==> config.mk <==
export PLATFORM = sky130hd
export DESIGN_NAME = miller_rx_ctrl
export DESIGN_NICKNAME = d
export VERILOG_FILES = /design/src/rtl/miller_rx_pkg.sv /design/src/rtl/crc16_serial.sv /design/src/rtl/miller_rx_ctrl.sv
export SDC_FILE = /design/constraint.sdc
export NUM_CORES = 1
export LEC_CHECK = 0
export ABC_AREA = 1
export ABC_CLOCK_PERIOD_IN_PS = 4500
export BUFFER_PORTS_ARGS = -buffer_cell sky130_fd_sc_hd__buf_4
export CAP_MARGIN = 20
export CORE_MARGIN = 4
export CORE_UTILIZATION = 34
export DETAILED_ROUTE_END_ITERATION = 10
export SETUP_SLACK_MARGIN = 0.05
export SLEW_MARGIN = 40
export SYNTH_ARGS = -nofsm -noshare
export SYNTH_HDL_FRONTEND = slang
export SYNTH_HIERARCHICAL = 1
export SYNTH_SLANG_ARGS = --single-unit
==> constraint.sdc <==
create_clock -name base_clk -period 4.5 [get_ports base_clk]
set_input_delay 0.225 -clock base_clk [delete_from_list [all_inputs] [get_ports base_clk]]
set_output_delay 0.225 -clock base_clk [all_outputs]
set_load 0.02 [all_outputs]
==> src/rtl/miller_rx_pkg.sv <==
// Shared definitions for the Miller receive path.
// Holds the sequencer state encodings, the completion status codes, the
// Miller M select codes and the CRC-16/CCITT constants. It also holds a
// one-bit CRC step function, so that every CRC user in the baseband
// computes the same thing.
package miller_rx_pkg;

   // Receive sequencer states
   typedef enum logic [2:0] {
      ST_IDLE       = 3'd0,
      ST_ARM        = 3'd1,
      ST_WAIT_START = 3'd2,
      ST_RECV       = 3'd3,
      ST_CHECK      = 3'd4,
      ST_FIN        = 3'd5
   } rxState_e;

   // Completion status reported to the protocol FSM alongside rx_done
   typedef enum logic [2:0] {
      RX_OK       = 3'd0,
      RX_NO_REPLY = 3'd1,
      RX_GAP_TO   = 3'd2,
      RX_SHORT    = 3'd3,
      RX_CRC_ERR  = 3'd4,
      RX_ABORT    = 3'd5
   } rxStatus_e;

   // Miller subcarrier M select codes driven to the decoder
   localparam logic [1:0] M_CODE_M2 = 2'b01;
   localparam logic [1:0] M_CODE_M4 = 2'b10;
   localparam logic [1:0] M_CODE_M8 = 2'b11;

   // CRC-16/CCITT, MSB-first. A frame that carries its own ones-complemented
   // CRC leaves CRC16_RESIDUE in the register once every bit has been shifted in.
   localparam logic [15:0] CRC16_POLY    = 16'h1021;
   localparam logic [15:0] CRC16_PRESET  = 16'hFFFF;
   localparam logic [15:0] CRC16_RESIDUE = 16'h1D0F;

   // The reserved code 00 is mapped to M8, the most robust setting
   function automatic logic [1:0] normalizeM(input logic [1:0] m);
      logic [1:0] result;
      case (m)
         M_CODE_M2: result = M_CODE_M2;
         M_CODE_M4: result = M_CODE_M4;
         default:   result = M_CODE_M8;
      endcase
      return result;
   endfunction

   // Advance the CRC register by one serial bit
   function automatic logic [15:0] crc16Step(input logic [15:0] crc, input logic din);
      logic feedback;
      feedback = crc[15] ^ din;
      return {crc[14:0], 1'b0} ^ (feedback ? CRC16_POLY : 16'h0000);
   endfunction

endpackage

==> src/rtl/crc16_serial.sv <==
// Bit-serial CRC-16/CCITT register, shared by the receive and transmit paths.
// Ports:
//   base_clk  block clock, rising edge
//   rst       synchronous active-high reset, loads the preset
//   clr       synchronous clear back to the preset (start of a new frame)
//   en        shift din into the register this cycle
//   din       serial data bit, MSB-first
//   crc       current register contents
module crc16_serial (
   input  logic        base_clk,
   input  logic        rst,
   input  logic        clr,
   input  logic        en,
   input  logic        din,
   output logic [15:0] crc
);
   import miller_rx_pkg::*;

   // The register holds the preset between frames. Clearing has priority
   // over shifting, so a frame always starts from a clean preset.
   always_ff @(posedge base_clk) begin
      if (rst || clr) begin
         crc <= CRC16_PRESET;
      end else if (en) begin
         crc <= crc16Step(crc, din);
      end
   end

endmodule

==> src/rtl/miller_rx_ctrl.sv <==
// Receive-path sequencer between the protocol FSM and the Miller decoder.
// When a request arrives it takes the decoder out of reset and enables it,
// then waits for the reply start within the T1 window. It shifts decoded
// bits into a frame register, optionally checks CRC-16, and reports one
// rx_done pulse with a status code.
// Ports:
//   base_clk, rst                  clock (rising edge) and sync active-high reset
//   rx_req, rx_len, rx_m, crc_en   request plus frame parameters (IDLE only)
//   t1_max, gap_max                reply-start and inter-bit timeout limits
//   rx_abort                       aborts an active receive
//   dec_rst_n, dec_en, dec_m       decoder reset (active-low), enable, M value
//   miller_start/clk/data/done     asynchronous decoder outputs
//   rx_busy, rx_done, rx_status    sequencer status towards the protocol FSM
//   rx_frame, rx_bit_cnt           captured bits (last bit at index 0) and count
module miller_rx_ctrl #(
   parameter int MAX_BITS = 128,
   parameter int LEN_W    = 8,
   parameter int TO_W     = 16
) (
   input  logic                base_clk,
   input  logic                rst,
   input  logic                rx_req,
   input  logic [LEN_W-1:0]    rx_len,
   input  logic [1:0]          rx_m,
   input  logic                crc_en,
   input  logic [TO_W-1:0]     t1_max,
   input  logic [TO_W-1:0]     gap_max,
   input  logic                rx_abort,
   output logic                dec_rst_n,
   output logic                dec_en,
   output logic [1:0]          dec_m,
   input  logic                miller_start,
   input  logic                miller_clk,
   input  logic                miller_data,
   input  logic                miller_done,
   output logic                rx_busy,
   output logic                rx_done,
   output logic [2:0]          rx_status,
   output logic [MAX_BITS-1:0] rx_frame,
   output logic [LEN_W-1:0]    rx_bit_cnt
);
   import miller_rx_pkg::*;

   localparam logic [LEN_W-1:0] MAX_LEN = LEN_W'(MAX_BITS);

   // Synchroniser chains: [0] first flop, [1] second flop (safe to use),
   // [2] previous value of [1] for rising-edge detection
   logic [2:0]        startSync;
   logic [2:0]        clkSync;
   logic [2:0]        doneSync;
   logic [1:0]        dataSync;

   logic              startEdge;
   logic              clkEdge;
   logic              doneEdge;
   logic              bitVal;

   rxState_e          state;
   logic [LEN_W-1:0]  lenLatched;
   logic              crcEnLatched;
   logic [TO_W-1:0]   t1Latched;
   logic [TO_W-1:0]   gapLatched;
   logic [TO_W-1:0]   t1Cnt;
   logic [TO_W-1:0]   gapCnt;

   logic [LEN_W-1:0]  lenClamped;
   logic [LEN_W-1:0]  nextBitCnt;
   logic              crcClr;
   logic              crcShift;
   logic [15:0]       crcValue;

   // The decoder outputs come from another clock domain, so each one passes
   // through two flops before use. Edges are found on the synchronised
   // copies, and the data bit uses the same two-flop delay so that it stays
   // aligned with its strobe.
   always_ff @(posedge base_clk) begin
      if (rst) begin
         startSync <= '0;
         clkSync   <= '0;
         doneSync  <= '0;
         dataSync  <= '0;
      end else begin
         startSync <= {startSync[1:0], miller_start};
         clkSync   <= {clkSync[1:0],   miller_clk};
         doneSync  <= {doneSync[1:0],  miller_done};
         dataSync  <= {dataSync[0],    miller_data};
      end
   end

   assign startEdge = startSync[1] & ~startSync[2];
   assign clkEdge   = clkSync[1]   & ~clkSync[2];
   assign doneEdge  = doneSync[1]  & ~doneSync[2];
   assign bitVal    = dataSync[1];

   // Bring a requested length into the legal range: a zero-length request
   // still captures one bit, and anything longer than the frame register
   // is cut to the register size.
   always_comb begin
      lenClamped = rx_len;
      if (rx_len == '0) begin
         lenClamped = LEN_W'(1);
      end else if (rx_len > MAX_LEN) begin
         lenClamped = MAX_LEN;
      end
   end

   assign nextBitCnt = rx_bit_cnt + 1'b1;

   // The CRC restarts when a request is accepted. It advances on exactly the
   // cycles that shift a bit into the frame; an abort suppresses both.
   assign crcClr   = (state == ST_IDLE) && rx_req;
   assign crcShift = (state == ST_RECV) && clkEdge && !rx_abort;

   crc16_serial u_crc (
      .base_clk (base_clk),
      .rst      (rst),
      .clr      (crcClr),
      .en       (crcShift),
      .din      (bitVal),
      .crc      (crcValue)
   );

   // Main sequencer, with every output registered. The decoder controls
   // change on the edge that enters ARM, so the decoder is already out of
   // reset and enabled while ARM lasts. Every path into FIN raises rx_done
   // and shuts the decoder down on that same edge. An abort overrides
   // anything else that happens in the same cycle, except in IDLE and FIN,
   // where nothing is left to abort.
   always_ff @(posedge base_clk) begin
      if (rst) begin
         state        <= ST_IDLE;
         dec_rst_n    <= 1'b0;
         dec_en       <= 1'b0;
         dec_m        <= M_CODE_M8;
         rx_busy      <= 1'b0;
         rx_done      <= 1'b0;
         rx_status    <= RX_OK;
         rx_frame     <= '0;
         rx_bit_cnt   <= '0;
         lenLatched   <= LEN_W'(1);
         crcEnLatched <= 1'b0;
         t1Latched    <= '0;
         gapLatched   <= '0;
         t1Cnt        <= '0;
         gapCnt       <= '0;
      end else begin
         rx_done <= 1'b0;
         if (rx_abort && (state != ST_IDLE) && (state != ST_FIN)) begin
            state     <= ST_FIN;
            rx_done   <= 1'b1;
            dec_en    <= 1'b0;
            dec_rst_n <= 1'b0;
            rx_status <= RX_ABORT;
         end else begin
            case (state)
               ST_IDLE: begin
                  if (rx_req) begin
                     lenLatched   <= lenClamped;
                     crcEnLatched <= crc_en;
                     t1Latched    <= t1_max;
                     gapLatched   <= gap_max;
                     rx_frame     <= '0;
                     rx_bit_cnt   <= '0;
                     rx_status    <= RX_OK;
                     rx_busy      <= 1'b1;
                     dec_rst_n    <= 1'b1;
                     dec_en       <= 1'b1;
                     dec_m        <= normalizeM(rx_m);
                     state        <= ST_ARM;
                  end else begin
                     dec_rst_n <= 1'b0;
                     dec_en    <= 1'b0;
                  end
               end

               ST_ARM: begin
                  t1Cnt <= '0;
                  state <= ST_WAIT_START;
               end

               ST_WAIT_START: begin
                  if (startEdge) begin
                     gapCnt <= '0;
                     state  <= ST_RECV;
                  end else if (t1Cnt == t1Latched) begin
                     state     <= ST_FIN;
                     rx_done   <= 1'b1;
                     dec_en    <= 1'b0;
                     dec_rst_n <= 1'b0;
                     rx_status <= RX_NO_REPLY;
                  end else if (t1Cnt != '1) begin
                     t1Cnt <= t1Cnt + 1'b1;
                  end
               end

               ST_RECV: begin
                  if (clkEdge) begin
                     rx_frame   <= {rx_frame[MAX_BITS-2:0], bitVal};
                     rx_bit_cnt <= nextBitCnt;
                     gapCnt     <= '0;
                     if (nextBitCnt == lenLatched) begin
                        state <= ST_CHECK;
                     end else if (doneEdge) begin
                        state     <= ST_FIN;
                        rx_done   <= 1'b1;
                        dec_en    <= 1'b0;
                        dec_rst_n <= 1'b0;
                        rx_status <= RX_SHORT;
                     end
                  end else if (doneEdge) begin
                     state     <= ST_FIN;
                     rx_done   <= 1'b1;
                     dec_en    <= 1'b0;
                     dec_rst_n <= 1'b0;
                     rx_status <= RX_SHORT;
                  end else if (gapCnt == gapLatched) begin
                     state     <= ST_FIN;
                     rx_done   <= 1'b1;
                     dec_en    <= 1'b0;
                     dec_rst_n <= 1'b0;
                     rx_status <= RX_GAP_TO;
                  end else if (gapCnt != '1) begin
                     gapCnt <= gapCnt + 1'b1;
                  end
               end

               ST_CHECK: begin
                  state     <= ST_FIN;
                  rx_done   <= 1'b1;
                  dec_en    <= 1'b0;
                  dec_rst_n <= 1'b0;
                  if (crcEnLatched && (crcValue != CRC16_RESIDUE)) begin
                     rx_status <= RX_CRC_ERR;
                  end else begin
                     rx_status <= RX_OK;
                  end
               end

               ST_FIN: begin
                  rx_busy <= 1'b0;
                  state   <= ST_IDLE;
               end

               default: begin
                  state <= ST_IDLE;
               end
            endcase
         end
      end
   end

endmodule

Word-level counts from Yosys, hierarchy flattened
Index checks and enable logic that the tools add are counted.
Widths: inputs -> output; s select.
{ "word_totals": {"ramBits": 0, "input_bits": 51, "regBits": 247, "latchBits": 0, "mem_count": 0, "romBits": 0} }
{ "classes": {"bitwise_logic": 9, "reduce_logical": 28, "n_mux": 61, "div": 0, "addsub": 3, "mul": 0, "magnitude_cmp": 1, "eq_ne": 39, "shift": 0} }
{ "ops": {"columns": ["op", "count"], "rows": [
  ["$mux 128", 2],
  ["$pmux 128 s2", 1],
  ["$mux 16", 8],
  ["$pmux 16 s2", 2],
  ["$mux 3", 19],
  ["$add 16x1->16 const B", 2],
  ["$eq 16x16->1", 2],
  ["$mux 8", 4],
  ["$ne 16x16->1 const B", 2],
  ["$ne 3x3->1 const B", 8],
  ["$mux 1", 17],
  ["$ne 16x13->1 const B", 1],
  ["$pmux 8 s2", 1],
  ["$xor 16x16->16", 1],
  ["$pmux 3 s5", 1],
  ["$ne 2x2->1 const B", 7],
  ["$reduce_and 7->1", 2],
  ["$mux 13", 1],
  ["$ne 4x3->1 const B", 3],
  ["$pmux 3 s4", 1],
  ["$reduce_and 4->1", 3],
  ["$reduce_and 6->1", 2],
  ["$ne 5x3->1 const B", 2],
  ["$ne 3x2->1 const B", 3],
  ["29 further kinds", 46]
]} }

Longest topological paths before layout
Gate-level depths: netlist (run 1).
{ "depth": {"depth_word": 7, "mapped_depth": 14} }

Cells and area by module
Netlist (run 1), hierarchy kept.
{ "modules_own_cells": {"columns": ["mod", "cells_each", "area_each_um2", "seq_area_each_um2", "n_inst"], "rows": [
  ["miller_rx_ctrl", 1302, 9962.1, 4624.4, 1],
  ["crc16_serial", 80, 720.7, 320.3, 1]
]} }

Least setup slack after synthesis (run 1)
Ideal clock, no wire load.
{ "synth_path": {"kind": "register to register", "startpoint": "reg rx_bit_cnt[0]", "endpoint": "reg rx_status[0]", "slack_ps": 2625, "required_ps": 4390, "synth_period_minus_slack_ps": 1875, "path_buffers": 0, "arrival_ps": 1766, "stages_incl_launch_ff": 13, "cell_sequence": "dfxtp_1 -> ha_1 -> nand3_1 -> nor2_1 -> nand2_1 -> nand3_1 -> nand3_1 -> nor2_1 -> nand3_1 -> nand3_1 -> nand2_1 -> inv_1 -> nor2_1"} }
{ "synth_between": {"elab_chain_cells": 4} }
{ "synth_lines": {"columns": ["element", "line_no", "source"], "rows": [
  ["from (decl)", "miller_rx_ctrl.sv:40", "output logic [LEN_W-1:0] rx_bit_cnt"],
  ["from (signal assigned)", "miller_rx_ctrl.sv:199", "rx_bit_cnt <= nextBitCnt;"],
  ["$add 8x1->8", "miller_rx_ctrl.sv:107", "assign nextBitCnt = rx_bit_cnt + 1'b1;"],
  ["$eq 8x8->1", "miller_rx_ctrl.sv:201", "if (nextBitCnt == lenLatched) begin"],
  ["$ne 4x4->1 (no line)", null, null],
  ["$reduce_and 7->1 (no line)", null, null],
  ["to (signal assigned)", "miller_rx_ctrl.sv:208", "rx_status <= RX_SHORT;"],
  ["to (signal assigned)", "miller_rx_ctrl.sv:215", "rx_status <= RX_SHORT;"],
  ["to (signal assigned)", "miller_rx_ctrl.sv:221", "rx_status <= RX_GAP_TO;"],
  ["to (decl)", "miller_rx_ctrl.sv:38", "output logic [2:0] rx_status,"]
]} }
No other way between the ends.
A chain may end at the register's enable or synchronous reset.

Worst setup path in the final report (run 1)
{ "layout_path": {"startpoint": "reg state[1]", "endpoint": "reg lenLatched[6]"} }
{ "layout_between": {"elab_chain_cells": 5} }
{ "layout_lines": {"columns": ["element", "line_no", "source"], "rows": [
  ["from (decl)", "miller_rx_ctrl.sv:58", "rxState_e state;"],
  ["from (signal assigned)", "miller_rx_ctrl.sv:131", "state <= ST_IDLE;"],
  ["from (signal assigned)", "miller_rx_ctrl.sv:149", "state <= ST_FIN;"],
  ["from (signal assigned)", "miller_rx_ctrl.sv:169", "state <= ST_ARM;"],
  ["$reduce_bool 3->1", "miller_rx_ctrl.sv:148", "if (rx_abort && (state != ST_IDLE) && (state != ST_FIN)) begin"],
  ["$logic_and 1x1->1 (2 in a row)", "miller_rx_ctrl.sv:148", null],
  ["$not 1->1 (no line)", null, null],
  ["$reduce_and 3->1 (no line) (*)", null, null],
  ["to (signal assigned)", "miller_rx_ctrl.sv:158", "lenLatched <= lenClamped;"],
  ["to (decl)", "miller_rx_ctrl.sv:59", "logic [LEN_W-1:0] lenLatched;"]
]} }
Every way passes the cells marked *; elsewhere a longest branch is shown, timed or not.

==> flow_metrics.env, run 1 <==
export IMPL_wl_per_cell_um=14.2
export IMPL_die_h_um=185
export IMPL_r2r_end="lenLatched[6]"
export IMPL_hold_viol=0
export IMPL_yosysUniqueCellTypes=47
export IMPL_worstSetupPathType="reg2reg"
export IMPL_cts_htree_levels=1
export IMPL_holdWs_ns=0.0230
export IMPL_clk_pin_slew_worst_paths_ns=0.06
export IMPL_fin_nets=1633
export IMPL_startpoint="state[1]"
export IMPL_row_count=64
export IMPL_detailed_place_hpwl_um=18800
export IMPL_synth_warnings=6
export IMPL_max_slew_margin_pct=48.4
export IMPL_cts_resized=0
export IMPL_grtUsageMet3_pct=4.56
export IMPL_ir_worst_vdd_mv=0.365
export IMPL_reg2reg_from="state[1]"
export IMPL_cts_hold_buf=43
export IMPL_drive_gt1_share_pct=20.3
export IMPL_fin_crit_ns=2.80
export IMPL_critPathCaptureType="flip-flop"
export IMPL_cts_buffers=28
export IMPL_cp_max_fo=50
export IMPL_coreArea_sq_um=30800
export IMPL_synth_nets=1436
export IMPL_clk_latency_ns=0.57
export IMPL_syn_to_final_growth_pct=28.2
export IMPL_instances_no_fill=1996
export IMPL_ys_seq_area_share_pct=46.3
export IMPL_setup_viol=0
export IMPL_viasPerCell=4.89
export IMPL_clock_sinks=247
export IMPL_syn_area_per_cell_sq_um=7.73
export IMPL_cellLeakagePower_nw=5.70
export IMPL_grt_max_degree=109
export IMPL_placed_area_sq_um=12300
export IMPL_cp_data_arrival_time_ns=3.31
export IMPL_netlist_area_sq_um=10700
export IMPL_drtAntennaViolNets=0
export IMPL_grt_pass1_vias=9386
export IMPL_rsz0062_at_grt="no"
export IMPL_min_period_over_period_pct=62.3
export IMPL_setup_tns_ns=0
export IMPL_fill_cells=3056
export IMPL_syn_inst=1382
export IMPL_die_area_sq_um=34300
export IMPL_required_ns=5.00
export IMPL_grt_busiest_layer="met2"
export IMPL_drc=0
export IMPL_ys_seq_elements=247
export IMPL_max_freq_ghz=0.357
export IMPL_cts_setup_buffers=0
export IMPL_firstDrtPassIters=5
export IMPL_clockRootBuffer="clkbuf_16"
export IMPL_portBuffers=195
export IMPL_place_gp_congestion=0.838
export IMPL_worstRegToRegCells=9
export IMPL_drtIter0Drc=473
export IMPL_p_per_area_nw_per_um2=500
export IMPL_track_usage_pct=16.1
export IMPL_setup_ws_ns=1.70
export IMPL_hold_path_class="in2reg"
export IMPL_regArea_sq_um=4940
export IMPL_worstMarginPinSlew_ns=0.774
export IMPL_post_place_cells=1902
export IMPL_pre_cts_ws_ns=1.68
export IMPL_r2r_slack_ns=1.70
export IMPL_antenna_found_initial=0
export IMPL_ios=196
export IMPL_skew_ns=0.0448
export IMPL_grt_use_met2_pct=25.2
export IMPL_vias=9757
export IMPL_outcome="completed"
export IMPL_report_final_slew_viol_count=0
export IMPL_wirelength_um=28400
export IMPL_endpoint="lenLatched[6]"
export IMPL_finalInstanceArea_sq_um=13700
export IMPL_drv_cap=0
export IMPL_layout_common_cells="nor2_1 (252), dfxtp_1 (247), nand2_1 (227)"
export IMPL_synth_enable_flop_cells=0
export IMPL_start_util_pct=34.7
export IMPL_final_common_cell="nor2_1"
export IMPL_multi_input_area_sq_um=4880
export IMPL_die_w_um=185
export IMPL_cts_buffer_depth=3
export IMPL_grt_pass1_wl_um=46900
export IMPL_diodes=0
export IMPL_cp_start_kind="flip-flop"
export IMPL_synth_ff_type="dfxtp_1"
export IMPL_overflow=0
export IMPL_cts_tree="yes"
export IMPL_synthArstFlopShare_pct=0
export IMPL_grtUsageMet1_pct=21.9
[cell families after synthesis]
group | Yosys count | synth area share, %
and+or+nand+nor | 639 | 26.6
DFF | 247 | 46.3
adders and majority gates | 3 | 0.351
buffers and inverters | 197 | 8.25
AOI/OAI and AO/OA | 265 | 16.0
xor gates and xnor gates | 31 | 2.54
[power breakdown]
part           total, mW  leakage (nW)  switching (mW)  internal [mW]
Combinational       2.04          3.24            1.48          0.554
Sequential          2.51          2.00           0.130           2.38
Clock               2.30         0.464           0.914           1.38
Total               6.85          5.70            2.53           4.32
[how the worst min path moves through the flow]
stage	startpoint	end	slack, ns	cells past startpoint
2_1_floorplan	miller_clk	clkSync[0]	0.33	2
3_3_place_gp	doneSync[0]	doneSync[1]	0.39	2
3_5_place_dp	doneSync[0]	doneSync[1]	0.40	2
4_1_cts	gap_max[11]	gapLatched[11]	0.002	3
5_1_grt	t1_max[11]	t1Latched[11]	0.05	3
6_report	gap_max[11]	gapLatched[11]	0.02	3
[sequential cells by signal, indices dropped and copies added (netlist names)]
| signal | flops |
|---|---|
| lenLatched | 8 |
| gapLatched | 16 |
| rx_status | 3 |
| crcEnLatched | 1 |
| t1Cnt | 16 |
| dataSync | 2 |
| state | 3 |
| dec_en | 1 |
| t1Latched | 16 |
| gapCnt | 16 |
| rx_done | 1 |
| rx_frame | 128 |
| clkSync | 3 |
| u_crc/crc | 16 |
| rx_busy | 1 |
| dec_m | 2 |
| doneSync | 3 |
| startSync | 3 |
| rx_bit_cnt | 8 |
[per-stage QoR]
stage	power, mW	utilization (%)
finish	6.85	44.4
global route	7.29	44.4
CTS	6.94	44.4
detailed placement	4.58	39.9
global placement	4.55	39.9
floorplan	4.18	-
[layer usage]
metal,vias to the layer above,wire [um]
met5,-,0
met4,0,719
met3,50,1890
met2,225,12700
met1,4520,13100
li1,4962,-
[critical path: stages (launching register included)]
cell           delay [ns]
dfxtp_1              0.38
inv_2                0.07
nand3_1              0.19
inv_1                0.11
nor3_4               0.19
clkinv_2             0.54
nor2_1               0.45
nand2_1              0.12
a21oi_1              0.15
dlygate4sd3_1        0.57
[synthesized netlist by cell type, types with 2 or more instances]
cell type | instances | area, sq um
or2_2 | 2 | 12.5
inv_1 | 109 | 409
nor3_4 | 2 | 32.5
a21oi_1 | 66 | 330
xnor2_1 | 2 | 17.5
nor3_2 | 3 | 30.0
nand2_2 | 26 | 163
nor4_1 | 3 | 18.8
ha_1 | 3 | 37.5
clkbuf_1 | 28 | 105
clkbuf_2 | 2 | 10.0
buf_6 | 5 | 56.3
buf_2 | 30 | 150
nand2_4 | 2 | 22.5
nand3_1 | 61 | 305
xor2_1 | 29 | 254
nand2_1 | 227 | 852
a21oi_2 | 11 | 96.3
nor2_4 | 5 | 56.3
nor2_1 | 253 | 950
buf_1 | 3 | 11.3
nand3_2 | 13 | 130
o21ai_1 | 5 | 25.0
nand4_1 | 20 | 125
buf_4 | 9 | 67.6
nand3b_1 | 3 | 22.5
a22oi_1 | 129 | 968
nor3_1 | 14 | 70.1
dfxtp_1 | 247 | 4940
inv_2 | 7 | 26.3
o21ai_0 | 47 | 235
[cell type report]
type / instances / share of cell area, %
clock buffers: 42 / 6.01
clock inverters: 9 / 0.923
inverters: 118 / 3.26
multi-input cells: 938 / 35.6
flip-flops and latches: 247 / 36.1
well taps: 396 / 3.62
repair buffers: 246 / 14.4
No activity file was read; power rests on OpenSTA's default activity.
==> run 2, diff against run 1 <==
--- a/config.mk
+++ b/config.mk
@@ -6,7 +6,7 @@
 export NUM_CORES = 1
 export LEC_CHECK = 0
 export ABC_AREA = 1
-export ABC_CLOCK_PERIOD_IN_PS = 4500
+export ABC_CLOCK_PERIOD_IN_PS = 2800
 export BUFFER_PORTS_ARGS = -buffer_cell sky130_fd_sc_hd__buf_4
 export CAP_MARGIN = 20
 export CORE_MARGIN = 4
==> constraint.sdc (replaced) <==
create_clock -name base_clk -period 2.8 [get_ports base_clk]
set_input_delay 0.14 -clock base_clk [delete_from_list [all_inputs] [get_ports base_clk]]
set_output_delay 0.14 -clock base_clk [all_outputs]
set_load 0.02 [all_outputs]
==> run 2 against run 1 <==
Critical path depth is the same. Register-to-register slack lost 1.3 ns. Sequential share of layout area shrank 0.48 points. Final cell count grew 0.95%. Combinational power grew 69%. Count of clock-buffer cells in the layout shrank 1. Worst hold slack gained 0.017 ns. Critical endpoint unchanged. Largest power group unchanged.
==> flow_metrics.env, run 2 (synthesis results as in run 1) <==
export IMPL_required_ns=3.26
export IMPL_place_gp_congestion=0.864
export IMPL_vias=9751
export IMPL_slowest_stage="dlygate4sd3_1"
export IMPL_drive_gt1_share_pct=20.4
export IMPL_diodes=0
export IMPL_clock_sinks=247
export IMPL_worstMarginPinSlew_ns=0.711
export IMPL_die_area_sq_um=34300
export IMPL_outcome="completed"
export IMPL_fill_cells=3062
export IMPL_largest_reg_flops=128
export IMPL_setup_viol=0
export IMPL_cp_cell_sequence="nor2_2, nand2_2, nor3_4, inv_2, buf_12, nor2_1, nand2_1, dlygate4sd3_1, a21oi_1"
export IMPL_syn_to_final_growth_pct=29.9
export IMPL_ios=196
export IMPL_cts_tree="yes"
export IMPL_antenna_found_initial=0
export IMPL_hold_viol=0
export IMPL_hold_path_class="in2reg"
export IMPL_portBuffers=195
export IMPL_post_place_cells=1904
export IMPL_clk_pin_slew_worst_paths_ns=0.06
export IMPL_fin_nets=1651
export IMPL_drtIter0Drc=572
export IMPL_cp_max_fo=66
export IMPL_layout_common_cells="nor2_1 (252), dfxtp_1 (247), nand2_1 (227)"
export IMPL_die_w_um=185
export IMPL_instances_no_fill=2015
export IMPL_grt_pass1_vias=9148
export IMPL_drv_cap=0
export IMPL_worstSetupPathType="reg2reg"
export IMPL_clk_latency_ns=0.56
export IMPL_max_freq_ghz=0.410
export IMPL_min_period_over_period_pct=87.2
export IMPL_clockRootBuffer="clkbuf_16"
export IMPL_max_slew_margin_pct=52.6
export IMPL_cp_start_kind="flip-flop"
export IMPL_rsz0062_at_grt="no"
export IMPL_finalInstanceArea_sq_um=13900
export IMPL_die_h_um=185
export IMPL_skew_ns=0.0214
export IMPL_critPathCaptureType="flip-flop"
export IMPL_coreArea_sq_um=30800
export IMPL_detailed_place_hpwl_um=18600
export IMPL_wirelength_um=28100
export IMPL_cellLeakagePower_nw=5.75
export IMPL_cts_htree_levels=1
export IMPL_cp_data_arrival_time_ns=2.90
export IMPL_p_per_area_nw_per_um2=799
export IMPL_firstDrtPassIters=5
export IMPL_wl_per_cell_um=14.0
export IMPL_placed_area_sq_um=12400
export IMPL_viasPerCell=4.84
export IMPL_overflow=0
export IMPL_cts_buffer_depth=3
export IMPL_setup_tns_ns=0
export IMPL_track_usage_pct=15.7
export IMPL_cp_top_family="simple AND/OR/NAND/NOR gates"
export IMPL_top_register="rx_frame"
export IMPL_post_route_util_pct=45.0
export IMPL_drc=0
export IMPL_drtAntennaViolNets=0
export IMPL_grt_pass1_wl_um=45800
export IMPL_row_count=64
export IMPL_fin_crit_ns=2.44
export IMPL_report_final_slew_viol_count=0
export IMPL_final_common_cell="nor2_1"
export IMPL_holdWs_ns=0.0403
export IMPL_worst_path_buf_inv=3
export IMPL_ir_worst_vdd_mv=0.875
export IMPL_grt_max_degree=137
export IMPL_cts_buffers=28
export IMPL_max_stage_delay_ns=0.57
export IMPL_start_util_pct=34.7
==> run 2: changes by cell type in the layout (fill, tap and decap cells not counted) <==
cell	delta
buf_6	-2
inv_6	-1
buf_12	+4
buf_4	+3
inv_2	+1
dlygate4sd3_1	+13
bufinv_16	-1
clkbuf_8	-1
clkinvlp_4	+3
==> run 2: layout make-up <==
type / instances / area, sq um / share of cell area, %
Clock buffer: 41 / 810 / 5.83
Tap cell: 396 / 495 / 3.57
Multi-Input combinational cell: 938 / 4880 / 35.1
Sequential cell: 247 / 4940 / 35.6
Clock inverter: 11 / 115 / 0.830
Inverter: 118 / 445 / 3.21
Timing Repair Buffer: 264 / 2190 / 15.8
==> run 2: routing by layer <==
metal / part of all wire [%] / GRT usage (%) / wire [um] / vias to the layer above
met5: 0 / 0 / 0 / -
met4: 2.2 / 3.67 / 615 / 0
met3: 6.3 / 4.14 / 1770 / 54
met2: 44 / 24.6 / 12500 / 231
met1: 47 / 21.7 / 13300 / 4482
li1: - / - / - / 4984
==> run 2: worst paths after layout <==
kind | from | endpoint | slack (ns) | cells after the start
hold reg to reg | dataSync[0] | dataSync[1] | 0.40 | 2
setup reg to reg | state[0] | lenLatched[6] | 0.36 | 9
setup / recovery | state[0] | lenLatched[6] | 0.36 | 9
hold / removal | rst | rx_frame[46] | 0.04 | 2
==> run 2: through the flow <==
step | total power [mW] | worst slack (ns)
4_1_cts | 11.2 | 0.0976
2_1_floorplan | 6.71 | 0.925
3_5_place_dp | 7.42 | 0.605
3_3_place_gp | 7.40 | 0.652
6_report | 11.1 | 0.358
5_1_grt | 11.8 | 0.153
==> run 2: timing repair <==
item	in CTS	in global routing
setup buffers	0	3
setup endpoints to repair	0	6
resized for setup	0	0
endpoints found under the hold margin	48	0
hold buffers	56	0
==> run 2: power by group <==
group          switching (mW)  internal (mW)  leakage [nW]
Clock                    1.49           2.11         0.442
Combinational            2.39           1.05          3.31
Sequential              0.215           3.83          2.00
==> run 3, diff against run 2 <==
--- a/config.mk
+++ b/config.mk
@@ -6,12 +6,15 @@
 export NUM_CORES = 1
 export LEC_CHECK = 0
 export ABC_AREA = 1
-export ABC_CLOCK_PERIOD_IN_PS = 2800
+export ABC_CLOCK_PERIOD_IN_PS = 2750
 export BUFFER_PORTS_ARGS = -buffer_cell sky130_fd_sc_hd__buf_4
 export CAP_MARGIN = 20
+export CELL_PAD_IN_SITES_DETAIL_PLACEMENT = 0
+export CELL_PAD_IN_SITES_GLOBAL_PLACEMENT = 1
 export CORE_MARGIN = 4
 export CORE_UTILIZATION = 34
 export DETAILED_ROUTE_END_ITERATION = 10
+export PLACE_DENSITY_LB_ADDON = 0.1
 export SETUP_SLACK_MARGIN = 0.05
 export SLEW_MARGIN = 40
 export SYNTH_ARGS = -nofsm -noshare
==> constraint.sdc (replaced) <==
create_clock -name base_clk -period 2.75 [get_ports base_clk]
set_input_delay 0.1375 -clock base_clk [delete_from_list [all_inputs] [get_ports base_clk]]
set_output_delay 0.1375 -clock base_clk [all_outputs]
set_load 0.02 [all_outputs]
==> run 3 against run 2 <==
Worst hold slack worse by 0.0014 ns. Combinational power rose by 3%. Count of clock-buffer cells in the layout rose by 4. Via count fell by 0.57%. Worst setup slack improved by 0.12 ns. Sequential power rose by 2%. Utilization increased by 0.24 points. Wire length up 7.7%. First-iteration DRC count is 5.1% lower. Non-clock buffer count rose by 1. Global-route usage up 1.4 points. Largest power group unchanged. Register-to-register slack improved by 0.12 ns.
==> flow_metrics.env, run 3 (synthesis results as in run 1) <==
export IMPL_hold_start="rst"
export IMPL_worstRegToRegCells=9
export IMPL_p_int_mw=7.25
export IMPL_wirelength_um=30300
export IMPL_hold_end="doneSync[2]"
export IMPL_start_util_pct=34.7
export IMPL_rsz0062_at_grt="no"
export IMPL_cts_tree="yes"
export IMPL_report_final_slew_viol_count=0
export IMPL_worstMarginPinSlew_ns=0.697
export IMPL_grt_pass1_wl_um=49300
export IMPL_post_place_cells=1908
export IMPL_cp_max_fo=35
export IMPL_pre_cts_ws_ns=0.477
export IMPL_clock_sinks=247
export IMPL_clk_pin_slew_worst_paths_ns=0.06
export IMPL_setup_ws_ns=0.475
export IMPL_vias=9695
export IMPL_instances_no_fill=2017
export IMPL_cts_buffer_depth=3
export IMPL_cts_buffers=28
export IMPL_holdWs_ns=0.0389
export IMPL_firstDrtPassIters=5
export IMPL_hold_path_class="in2reg"
export IMPL_drv_cap=0
export IMPL_top_register="rx_frame"
export IMPL_largest_reg_flops=128
export IMPL_critPathCaptureType="flip-flop"
export IMPL_cellLeakagePower_nw=5.79
export IMPL_pwr_share_seq_pct=35.8
export IMPL_cts_setup_buffers=0
export IMPL_place_gp_congestion=0.818
export IMPL_ir_worst_vdd_mv=0.804
export IMPL_cts_hold_buf=56
export IMPL_power_frac_comb_pct=30.9
export IMPL_overflow=0
export IMPL_die_w_um=185
export IMPL_p_sw_mw=4.22
export IMPL_outcome="completed"
export IMPL_fin_nets=1652
export IMPL_required_ns=3.23
export IMPL_drc=0
export IMPL_drive_gt1_share_pct=20.3
export IMPL_drtIter0Drc=543
export IMPL_setup_tns_ns=0
export IMPL_worstSetupPathType="reg2reg"
export IMPL_coreArea_sq_um=30800
export IMPL_p_per_area_nw_per_um2=822
export IMPL_fill_cells=3131
export IMPL_clockRootBuffer="clkbuf_16"
export IMPL_syn_to_final_growth_pct=30.6
export IMPL_cts_resized=0
export IMPL_min_path_cells=2
export IMPL_grt_pass1_vias=9446
export IMPL_antenna_found_initial=2
export IMPL_r2r_end="rx_bit_cnt[4]"
export IMPL_row_count=64
export IMPL_die_area_sq_um=34300
export IMPL_cts_htree_levels=1
export IMPL_skew_ns=0.0161
export IMPL_portBuffers=195
export IMPL_track_usage_pct=17.1
export IMPL_p_sw_share_pct=36.8
export IMPL_final_common_cell="nor2_1"
export IMPL_detailed_place_hpwl_um=20300
export IMPL_reg2reg_from="state[1]"
export IMPL_hold_viol=0
export IMPL_viasPerCell=4.81
export IMPL_max_slew_margin_pct=53.1
export IMPL_drtAntennaViolNets=0
export IMPL_grt_max_degree=137
export IMPL_clk_latency_ns=0.55
export IMPL_min_period_over_period_pct=82.7
export IMPL_die_h_um=185
export IMPL_wl_per_cell_um=15.0
export IMPL_max_freq_ghz=0.440
export IMPL_cp_data_arrival_time_ns=2.75
export IMPL_r2r_slack_ns=0.48
export IMPL_clockPowerShare_pct=33.3
export IMPL_setup_viol=0
export IMPL_cp_start_kind="flip-flop"
export IMPL_ios=196
export IMPL_fin_crit_ns=2.27
export IMPL_layout_common_cells="nor2_1 (252), dfxtp_1 (247), nand2_1 (227)"
## run 3: worst max-delay path: stages (launching register included)
cell	delay, ns
dfxtp_1	0.37
inv_2	0.07
nor2_4	0.16
nand2_2	0.23
o21ai_1	0.27
nand3_4	0.13
nor2_4	0.45
buf_12	0.27
nand3_1	0.10
a21oi_1	0.14
## run 3: power by group through the flow
stage	registers (mW)	clock network (mW)	logic, mW
floorplan	4.17	0	2.66
detailed placement	4.18	0	3.50
global placement	4.19	0	3.53
CTS	4.11	3.96	3.62
finish	4.11	3.82	3.55
global route	4.15	4.09	4.00
## run 3: metrics by stage
stage,utilization [%],cell area (sq um),power [mW]
finish,45.2,13900,11.5
global route,45.2,13900,12.2
CTS,45.2,13900,11.7
detailed placement,40.3,12400,7.69
global placement,40.3,12400,7.71
floorplan,-,10700,6.83
## run 3: worst max path at each step
stage	from	end	slack [ns]	depth (start not counted)
2_1_floorplan	rx_bit_cnt[0]	rx_status[0]	0.87	12
3_3_place_gp	state[1]	rx_status[2]	0.51	11
3_5_place_dp	state[1]	rx_status[2]	0.48	11
4_1_cts	state[1]	rx_status[2]	0.43	11
5_1_grt	state[1]	rx_status[0]	0.25	11
6_report	state[1]	rx_bit_cnt[4]	0.48	9
## run 3: cell type report
class,instances,area (sq um),share of cell area (%)
flip-flops and latches,247,4940,35.5
multi-input cells,938,4880,35.0
repair buffers,265,2220,15.9
clock buffers,45,855,6.13
well taps,396,495,3.55
inverters,118,445,3.19
clock inverters,6,105,0.753
diodes,2,5.00,0.0359
## run 3: per-layer routing
| layer | global-route usage, % | vias up | share of wire (%) |
|---|---|---|---|
| met4 | 3.76 | 0 | 2.1 |
| met3 | 4.71 | 41 | 6.2 |
| met5 | 0 | - | 0 |
| met1 | 22.8 | 4466 | 46 |
| li1 | - | 4996 | - |
| met2 | 27.9 | 192 | 46 |
